File: config.mk
export PLATFORM = sky130hd
export DESIGN_NAME = clk_div_bank
export DESIGN_NICKNAME = d
export VERILOG_FILES = /design/src/rtl/clk_div_pkg.sv /design/src/rtl/clk_div_ch.sv /design/src/rtl/clk_div_bank.sv
export SDC_FILE = /design/constraint.sdc
export NUM_CORES = 1
export LEC_CHECK = 0
export CAP_MARGIN = 20
export CORE_MARGIN = 3
export CORE_UTILIZATION = 62
export CTS_CLUSTER_DIAMETER = 100
export DETAILED_ROUTE_END_ITERATION = 10
export HOLD_SLACK_MARGIN = 0.08
export PLACE_DENSITY = 0.9
export SYNTH_ARGS = -nofsm -noshare
export SYNTH_HDL_FRONTEND = slang
export SYNTH_HIERARCHICAL = 1
export SYNTH_SLANG_ARGS = --single-unit
File: constraint.sdc
create_clock -name clk -period 6.7 [get_ports clk]
set_clock_uncertainty 0.2 [all_clocks]
set_input_delay 1.005 -clock clk [delete_from_list [all_inputs] [get_ports clk]]
set_output_delay 1.005 -clock clk [all_outputs]
set_load 0.1 [all_outputs]
File: src/rtl/clk_div_pkg.sv
// Shared types and helpers for the clock-divider bank.
package clk_div_pkg;

    typedef enum logic [2:0] {
        RST,
        ALIGN,
        SETTLE,
        RUN,
        PEND
    } state_e;

    function automatic int ch_width(input int num_ch);
        return (num_ch > 1) ? $clog2(num_ch) : 1;
    endfunction

    function automatic logic cfg_legal(input int ch, input int div, input int phase,
                                       input int num_ch);
        return (ch < num_ch) && (div >= 2) && (phase < div);
    endfunction

endpackage

File: src/rtl/clk_div_ch.sv
// One divider channel: wrap counter, ratio/phase registers and registered output.
module clk_div_ch #(
    parameter int DIV_W       = 8,
    parameter int DEFAULT_DIV = 2
) (
    input  logic             clk_i,
    input  logic             rst_n_i,
    input  logic             en_i,
    input  logic             align_i,
    input  logic             load_i,
    input  logic [DIV_W-1:0] div_i,
    input  logic [DIV_W-1:0] phase_i,
    output logic             tc_o,
    output logic             clk_o
);

    logic [DIV_W-1:0] cnt_q, cnt_d;
    logic [DIV_W-1:0] div_q;
    logic [DIV_W-1:0] phase_q;
    logic             clk_q;

    assign tc_o  = en_i && (cnt_q == div_q - DIV_W'(1));
    assign clk_o = clk_q;

    // A disabled channel parks at its phase so re-enable starts from there.
    always_comb begin
        cnt_d = cnt_q + DIV_W'(1);
        if (align_i || !en_i) begin
            cnt_d = phase_q;
        end else if (cnt_q == div_q - DIV_W'(1)) begin
            cnt_d = '0;
        end
    end

    always_ff @(posedge clk_i or negedge rst_n_i) begin
        if (!rst_n_i) begin
            cnt_q   <= '0;
            div_q   <= DIV_W'(DEFAULT_DIV);
            phase_q <= '0;
            clk_q   <= 1'b0;
        end else begin
            cnt_q <= cnt_d;
            clk_q <= en_i && (cnt_q < (div_q >> 1));
            if (load_i) begin
                div_q   <= div_i;
                phase_q <= phase_i;
            end
        end
    end

endmodule

File: src/rtl/clk_div_bank.sv
// Bank of runtime-programmable clock dividers with a shared realign/lock sequencer.
// state  | meaning
// RST    | first cycle after reset release
// ALIGN  | all channel counters load their phase
// SETTLE | wait LOCK_CYCLES before declaring lock
// RUN    | locked, accepting configuration
// PEND   | config staged, waiting for target terminal count
module clk_div_bank
    import clk_div_pkg::*;
#(
    parameter int NUM_CH      = 4,
    parameter int DIV_W       = 8,
    parameter int DEFAULT_DIV = 2,
    parameter int LOCK_CYCLES = 16,
    localparam int CH_W       = ch_width(NUM_CH)
) (
    input  logic              clk,
    input  logic              rst_n,
    input  logic              cfg_valid,
    output logic              cfg_ready,
    input  logic [CH_W-1:0]   cfg_ch,
    input  logic [DIV_W-1:0]  cfg_div,
    input  logic [DIV_W-1:0]  cfg_phase,
    input  logic [NUM_CH-1:0] ch_en,
    output logic [NUM_CH-1:0] clk_out,
    output logic              locked,
    output logic              cfg_err
);

    localparam int SET_W = $clog2(LOCK_CYCLES + 1);

    state_e            state_q, state_d;
    logic [SET_W-1:0]  settle_q;
    logic [CH_W-1:0]   sh_ch_q;
    logic [DIV_W-1:0]  sh_div_q;
    logic [DIV_W-1:0]  sh_phase_q;
    logic              locked_q;
    logic              cfg_err_q;
    logic              legal;
    logic              xfer;
    logic              align;
    logic              pend_load;
    logic [NUM_CH-1:0] tc;
    logic [NUM_CH-1:0] load;

    assign legal     = cfg_legal(int'(cfg_ch), int'(cfg_div), int'(cfg_phase), NUM_CH);
    assign xfer      = cfg_valid && cfg_ready;
    assign pend_load = |load;
    assign locked    = locked_q;
    assign cfg_err   = cfg_err_q;

    always_ff @(posedge clk or negedge rst_n) begin
        if (!rst_n) begin
            state_q <= RST;
        end else begin
            state_q <= state_d;
        end
    end

    always_comb begin
        state_d = state_q;
        case (state_q)
            RST:     state_d = ALIGN;
            ALIGN:   state_d = SETTLE;
            SETTLE:  if (settle_q == '0) state_d = RUN;
            RUN:     if (xfer && legal) state_d = PEND;
            PEND:    if (pend_load) state_d = ALIGN;
            default: state_d = RST;
        endcase
    end

    always_comb begin
        cfg_ready = (state_q == RUN);
        align     = (state_q == ALIGN);
    end

    always_ff @(posedge clk or negedge rst_n) begin
        if (!rst_n) begin
            settle_q   <= '0;
            sh_ch_q    <= '0;
            sh_div_q   <= '0;
            sh_phase_q <= '0;
            locked_q   <= 1'b0;
            cfg_err_q  <= 1'b0;
        end else begin
            if (state_q == ALIGN) begin
                settle_q <= SET_W'(LOCK_CYCLES - 1);
            end else if (state_q == SETTLE && settle_q != '0) begin
                settle_q <= settle_q - SET_W'(1);
            end
            if (xfer && legal) begin
                sh_ch_q    <= cfg_ch;
                sh_div_q   <= cfg_div;
                sh_phase_q <= cfg_phase;
            end
            locked_q  <= (state_q == RUN) || (state_q == PEND);
            cfg_err_q <= xfer && !legal;
        end
    end

    // The target swaps ratio on its own terminal count, so its last old period is whole.
    for (genvar i = 0; i < NUM_CH; i++) begin : g_ch
        assign load[i] = (state_q == PEND) && (sh_ch_q == CH_W'(i)) && (tc[i] || !ch_en[i]);

        clk_div_ch #(
            .DIV_W      (DIV_W),
            .DEFAULT_DIV(DEFAULT_DIV)
        ) u_ch (
            .clk_i  (clk),
            .rst_n_i(rst_n),
            .en_i   (ch_en[i]),
            .align_i(align),
            .load_i (load[i]),
            .div_i  (sh_div_q),
            .phase_i(sh_phase_q),
            .tc_o   (tc[i]),
            .clk_o  (clk_out[i])
        );
    end

endmodule

==> out/metrics.yaml, run 1 <==
yosysSeqAreaShare_pct: 41.17
crit_chain: "clkdlybuf4s50_1 -> inv_1 -> ha_1 -> a211o_1 -> a221o_1 -> a211oi_2 -> buf_4 -> mux2_2"
setup.worst_path.start_class: "input port"
tightest_slew_ns: 0.9896
worst_setup_path_end_kind: "flop"
synth_fp_nets: 860
ir_drop_uv: 236.2
cts_buffers: 17
wl_per_cell_um: 19.92
cpPeakStageDelay_ns: 0.76
cp.arrival_ns: 4.01
root_buffer: "clkbuf_16"
min_period_ns: 3.901
max_cap_violations: 0
syn2layout_area_growth_pct: 12.07
grt_antenna_before_repair: 0
synth.avg_cell_area_um2: 9.814
clk_pin_slew_ns: 0.06
hold_class: "reg2reg"
antenna_left: 0
drv_slew: 0
grt_overflow: 0
internal_power_mw: 2.329
async_flop_share_pct: 100.0
clock_path_buffers: 2
hold_violations: 0
use_met2_pct: 47.20
powerDensity_mw_per_mm2: 472.6
die-area_mm2: 0.01395
syn-cell-area_mm2: 0.007792
drt_iter0_markers: 669
clkPwrFrac_pct: 21.4
clock_latency_ns: 0.43
cp_slowest_cell: "a211oi_2"
start_util_pct: 64.07
top_usage_layer: "met2"
ys.flop_type: "dfrtp_1"
status: "completed"
drtPass1Iterations: 6
synth_seq_cells: 128
nNetsFinal: 877
drt_wl_total_mm: 19.76
ys_warn_count: 6
die-height_um: 118.1
post-route-drc-count: 0
clock_sinks: 128
syn_inst: 794
postCtsHoldBufs: 0
coreArea_mm2: 0.01216
die_x_um: 118.1
fp-row-count: 40
dp_hpwl_mm: 12.86
vias_per_cell: 6.323
portBuffers: 31
swShare_pct: 43.55
max_freq_mhz: 256.3
synth-edff-count: 0
grt_start_max_net_pins: 71
maxSlewHeadroom_pct: 33.82
crit_family: "compound AO/OA/AOI/OAI gates"
combPwrFrac_pct: 39.6
dpl_cell_area_mm2: 0.008167
ioPinCount: 32
grt_pass1_vias: 6218
post-route-cell-area_mm2: 0.008733
required_ns: 6.81
rsz0062_at_grt: "false"
htreeDepth: 4
grtUsageMet1_pct: 38.81
crit_buf_inv: 3
critPathKind: "in2reg"
gp_congestion: 0.9083
path_max_fanout: 11
cts_tree: "built"
fin_crit_sh_pct: 58.23
num_vias: 6272
yosysUniqueCellTypes: 51
cts_setup_buffers: 0
finalSetupTns_ns: 0
use_met3_pct: 5.574
drive_above_1_share_pct: 14.93
n_antenna_cell: 0
cts_resized: 0
p_switching_mw: 1.797
setup_violations: 0
pwr-share-seq_pct: 39.0
grt_pass1_wl_mm: 32.53
grt_usage_pct: 29.62
leakagePower_nw: 3.922
[path summary, 6_finish.rpt]
check / startpoint / end / slack [ns] / cells after the start
setup / recovery: cfg_div[5] / sh_phase_q[5]$_DFFE_PN0P_ / 2.80 / 8
setup reg to reg: g_ch[1].u_ch/div_q[0]$_DFFE_PN0P_ / g_ch[1].u_ch/phase_q[3]$_DFFE_PN0P_ / 3.08 / 10
hold reg to reg: settle_q[4]$_DFFE_PN0P_ / settle_q[4]$_DFFE_PN0P_ / 0.28 / 1
min in group asynchronous: rst_n / g_ch[0].u_ch/div_q[5]$_DFFE_PN0P_ / 0.51 / 1
hold / removal: settle_q[4]$_DFFE_PN0P_ / settle_q[4]$_DFFE_PN0P_ / 0.28 / 1
max in group asynchronous: rst_n / g_ch[3].u_ch/cnt_q[3]$_DFF_PN0_ / 4.48 / 2
[synth_stat cells, types with 2 or more instances]
cell | instances | area [µm²]
o211ai_1 | 17 | 127.6
dfrtp_1 | 124 | 3103
nor3b_1 | 2 | 15.01
o21bai_1 | 4 | 30.03
mux2_2 | 53 | 596.8
mux2i_1 | 5 | 50.05
xnor2_1 | 21 | 183.9
nor3_1 | 29 | 145.1
nor4_2 | 4 | 50.05
nor4_4 | 4 | 85.08
or4_4 | 4 | 45.04
clkbuf_1 | 17 | 63.81
a21oi_1 | 10 | 50.05
a211oi_1 | 4 | 30.03
nand4_1 | 15 | 93.84
a21o_1 | 4 | 30.03
o211a_1 | 4 | 40.04
buf_6 | 6 | 67.56
nor4_1 | 6 | 37.54
nand3_1 | 26 | 130.1
xor2_1 | 50 | 437.9
buf_2 | 8 | 40.04
or3_1 | 4 | 25.02
o31a_1 | 4 | 35.03
nand3b_1 | 5 | 37.54
inv_1 | 64 | 240.2
nand2_1 | 94 | 352.8
a2111oi_0 | 4 | 35.03
a21boi_0 | 4 | 30.03
nand2b_1 | 8 | 50.05
dfstp_2 | 4 | 105.1
a32oi_1 | 20 | 175.2
o21ai_0 | 46 | 230.2
o31a_2 | 4 | 40.04
o31ai_1 | 12 | 90.09
nor2_1 | 31 | 116.4
nand4_2 | 4 | 50.05
nor2b_1 | 9 | 56.30
ha_1 | 41 | 513.0
clkbuf_2 | 8 | 40.04
[flip-flops by register name (all words and copies together), names as in the netlist, 2 cells and up]
register / cells
settle_q: 5
sh_ch_q: 2
g_ch.u_ch/cnt_q: 32
g_ch.u_ch/phase_q: 32
sh_div_q: 8
state_q: 3
g_ch.u_ch/clk_o: 4
g_ch.u_ch/div_q: 32
sh_phase_q: 8
[area by class of cell]
class	instances	area [µm²]
fillers	840	3428
well taps	168	210.2
repair buffers	37	352.8
flip-flops and latches	128	3208
clock inverters	12	110.1
clock buffers	20	456.7
inverters	64	240.2
multi-input cells	563	4155
[power by group through the flow]
stage	Combinational [mW]	Sequential (mW)	Clock, mW
after floorplan	1.30	1.42	0
after detailed placement	1.58	1.58	0
after global routing	1.81	1.64	0.929
after CTS	1.62	1.58	0.894
after global placement	1.50	1.57	0
final	1.63	1.61	0.885
[cells by family after synthesis]
| group | count (synthesis) | synth area share [%] |
|---|---|---|
| AOI/OAI and AO/OA | 143 | 12.83 |
| buffers and inverters | 103 | 5.796 |
| and+or+nand+nor | 248 | 16.91 |
| muxes | 60 | 8.735 |
| DFF | 128 | 41.17 |
| xor gates and xnor gates | 71 | 7.980 |
| adders and majority gates | 41 | 6.583 |
[cell usage in the layout, fill, tap and decap left out, types with 15 or more instances in the layout]
master           instances
nor3_1                  28
nand3_1                 26
clkdlybuf4s50_1         30
o211ai_1                17
mux2_2                  53
clkbuf_16               17
nand4_1                 15
nor2_1                  31
o21ai_0                 46
dfrtp_1                124
a32oi_1                 20
xnor2_1                 21
inv_1                   64
ha_1                    41
nand2_1                 94
xor2_1                  50
[through the flow]
step / hold WS (ns) / cells / util, % / worst slack (ns) / total power [mW]
floorplan: 0.2407 / 794 / - / 3.341 / 2.729
global placement: 0.2663 / 960 / 67.15 / 2.551 / 3.064
detailed placement: 0.2791 / 960 / 67.15 / 2.392 / 3.156
CTS: 0.2864 / 992 / 71.81 / 2.818 / 4.094
global route: 0.3211 / 992 / 71.81 / 2.695 / 4.380
finish: 0.2848 / 992 / 71.81 / 2.799 / 4.127
[routing by layer]
layer	vias to the layer above	share of wire (%)
met1	3080	42
li1	2856	-
met4	0	4.1
met3	62	7.2
met5	-	0
met2	274	47
(Power assumes the default switching activity.)
==> run 2, diff against run 1 <==
- clock period: 6.7 -> 3.8 ns (I/O delays scaled with it)
==> out/metrics.yaml, run 2 (synthesis gave the netlist of run 1 again) <==
status: "completed"
post-route-cell-area_mm2: 0.008807  # +0.85%
hold_violations: 0  # unchanged
antenna_left: 0  # unchanged
n_antenna_cell: 0  # unchanged
clock_path_buffers: 2  # unchanged
path_max_fanout: 9  # -2
drv_slew: 0  # unchanged
setup_violations: 0  # unchanged
cp.arrival_ns: 3.31  # -0.70 ns
tightest_slew_ns: 0.9854  # -0.004158 ns
gp_congestion: 0.9009  # -0.81%
fin_crit_sh_pct: 84.55
dpl_cell_area_mm2: 0.008222  # +0.67%
swShare_pct: 43.16  # -0.40 points
hold_class: "reg2reg"
rsz0062_at_grt: "false"
drtPass1Iterations: 6  # unchanged
max_freq_mhz: 311.2
grt_pass1_wl_mm: 31.27  # -3.9%
grt_start_max_net_pins: 81  # +14%
ioPinCount: 32  # unchanged
final_common_cell: "dfrtp_1"
cts_buffers: 17  # unchanged
cts_resized: 0  # unchanged
htreeDepth: 4  # unchanged
portBuffers: 31  # unchanged
leakagePower_nw: 3.968  # +1.2%
die-height_um: 118.1  # unchanged
drt_iter0_markers: 852  # +27%
clock_sinks: 128  # unchanged
die-area_mm2: 0.01395  # unchanged
internal_power_mw: 4.098  # +76%
clkPwrFrac_pct: 21.0  # -0.4 points
cts_setup_buffers: 0  # unchanged
coreArea_mm2: 0.01216  # unchanged
powerDensity_mw_per_mm2: 818.6  # +73%
wl_per_cell_um: 19.05  # -4.4%
n_fill_cell: 852  # +1.4%
worst_setup_path_end_kind: "flop"
clk_pin_slew_ns: 0.06  # about the same
grt_pass1_vias: 6090  # -2.1%
largestRegisters: "g_ch.u_ch/cnt_q: 32 flops, g_ch.u_ch/div_q: 32 flops, g_ch.u_ch/phase_q: 32 flops"
finalSetupTns_ns: 0  # unchanged
setup.worst_path.start_class: "flop"
grt_antenna_before_repair: 0  # unchanged
dp_hpwl_mm: 12.65  # -1.6%
clock_latency_ns: 0.43  # about the same
ir_drop_uv: 522.1  # +120%
num_vias: 6246  # -0.41%
post-route-drc-count: 0  # unchanged
drive_above_1_share_pct: 15.63  # +0.70 points
root_buffer: "clkbuf_16"
maxSlewHeadroom_pct: 34.10  # +0.28 points
syn2layout_area_growth_pct: 13.02
combPwrFrac_pct: 39.9  # +0.3 points
grt_overflow: 0  # unchanged
grt_usage_pct: 28.65  # -0.97 points
mostFrequentLayoutCells: "124 x dfrtp_1, 94 x nand2_1, 64 x inv_1"
required_ns: 3.90  # -2.91 ns
pwr-share-seq_pct: 39.1  # about the same
critPathKind: "reg2reg"
cts_tree: "built"
fin_util_pct: 72.42  # +0.61 points
p_switching_mw: 3.112  # +73%
vias_per_cell: 6.246  # -1.2%
drt_wl_total_mm: 19.05  # -3.6%
nNetsFinal: 885  # +0.91%
start_util_pct: 64.07  # unchanged
die_x_um: 118.1  # unchanged
fp-row-count: 40  # unchanged
max_cap_violations: 0  # unchanged
min_period_ns: 3.213
==> run 2: cell types whose count changed in the layout (fill, tap and decap cells not counted), sizes merged <==
| cell | delta |
|---|---|
| clkdlybuf4s50 | -1 |
| clkinv | +1 |
| dlygate4sd3 | +1 |
| buf | +8 |
| clkbuf | -1 |
==> run 2: critical path, cell delays in order, from the launching register on <==
cell	delay, ns
dfrtp_1	0.48
or4_4	0.59
nand3_1	0.10
o31a_1	0.38
nand2_1	0.14
o211a_1	0.26
nor2b_1	0.26
mux4_2	0.29
nor2b_1	0.23
o221ai_1	0.15
==> run 2: repair_timing <==
action / in CTS / in global routing
hold buffers: 0 / 1
endpoints found under the hold margin: 0 / 21
setup endpoints to repair: 0 / 0
==> run 2: power by group through the flow <==
stage / Clock [mW] / Combinational [mW] / Sequential (mW)
after floorplan: 0 / 2.30 / 2.51
after global placement: 0 / 2.67 / 2.77
after detailed placement: 0 / 2.79 / 2.79
after CTS: 1.54 / 2.85 / 2.78
after global routing: 1.60 / 3.20 / 2.88
final: 1.52 / 2.88 / 2.82
==> run 2: through the flow <==
step	worst slack, ns	cells	total power [mW]	hold WS [ns]
floorplan	0.4405	794	4.812	0.07441
global placement	0.6735	966	5.442	0.2648
detailed placement	0.5928	966	5.579	0.2781
CTS	0.6532	998	7.175	0.1443
global route	0.4597	1000	7.677	0.3076
finish	0.5870	1000	7.210	0.2842
==> run 2: routing by layer <==
layer	share of wire [%]	GRT usage, %	vias to the layer above	wire length (µm)
met3	8.0	7.064	46	1532
met2	47	44.59	223	8931
met4	2.8	11.14	0	524
met5	0	0	-	0
li1	-	-	2873	-
met1	42	38.80	3104	8060
==> run 2: worst paths after layout <==
kind	from	to	slack [ns]	cells past startpoint
worst min register to register	g_ch[2].u_ch/phase_q[3]$_DFFE_PN0P_	g_ch[2].u_ch/cnt_q[3]$_DFF_PN0_	0.28	2
max in group asynchronous	rst_n	g_ch[1].u_ch/div_q[1]$_DFFE_PN1P_	2.08	4
worst max-delay path	g_ch[1].u_ch/div_q[2]$_DFFE_PN0P_	state_q[0]$_DFFE_PN0P_	0.59	9
min in group asynchronous	rst_n	g_ch[0].u_ch/div_q[4]$_DFFE_PN0P_	0.38	2
worst min-delay path	g_ch[2].u_ch/phase_q[3]$_DFFE_PN0P_	g_ch[2].u_ch/cnt_q[3]$_DFF_PN0_	0.28	2
worst max register to register	g_ch[1].u_ch/div_q[2]$_DFFE_PN0P_	state_q[0]$_DFFE_PN0P_	0.59	9
==> run 2: area by class of cell <==
type | instances | area, µm² | share of cell area, %
repair buffers | 45 | 445.4 | 5.058
clock buffers | 19 | 432.9 | 4.915
multi-input cells | 563 | 4155 | 47.18
clock inverters | 13 | 115.1 | 1.307
inverters | 64 | 240.2 | 2.728
well taps | 168 | 210.2 | 2.387
flip-flops and latches | 128 | 3208 | 36.43
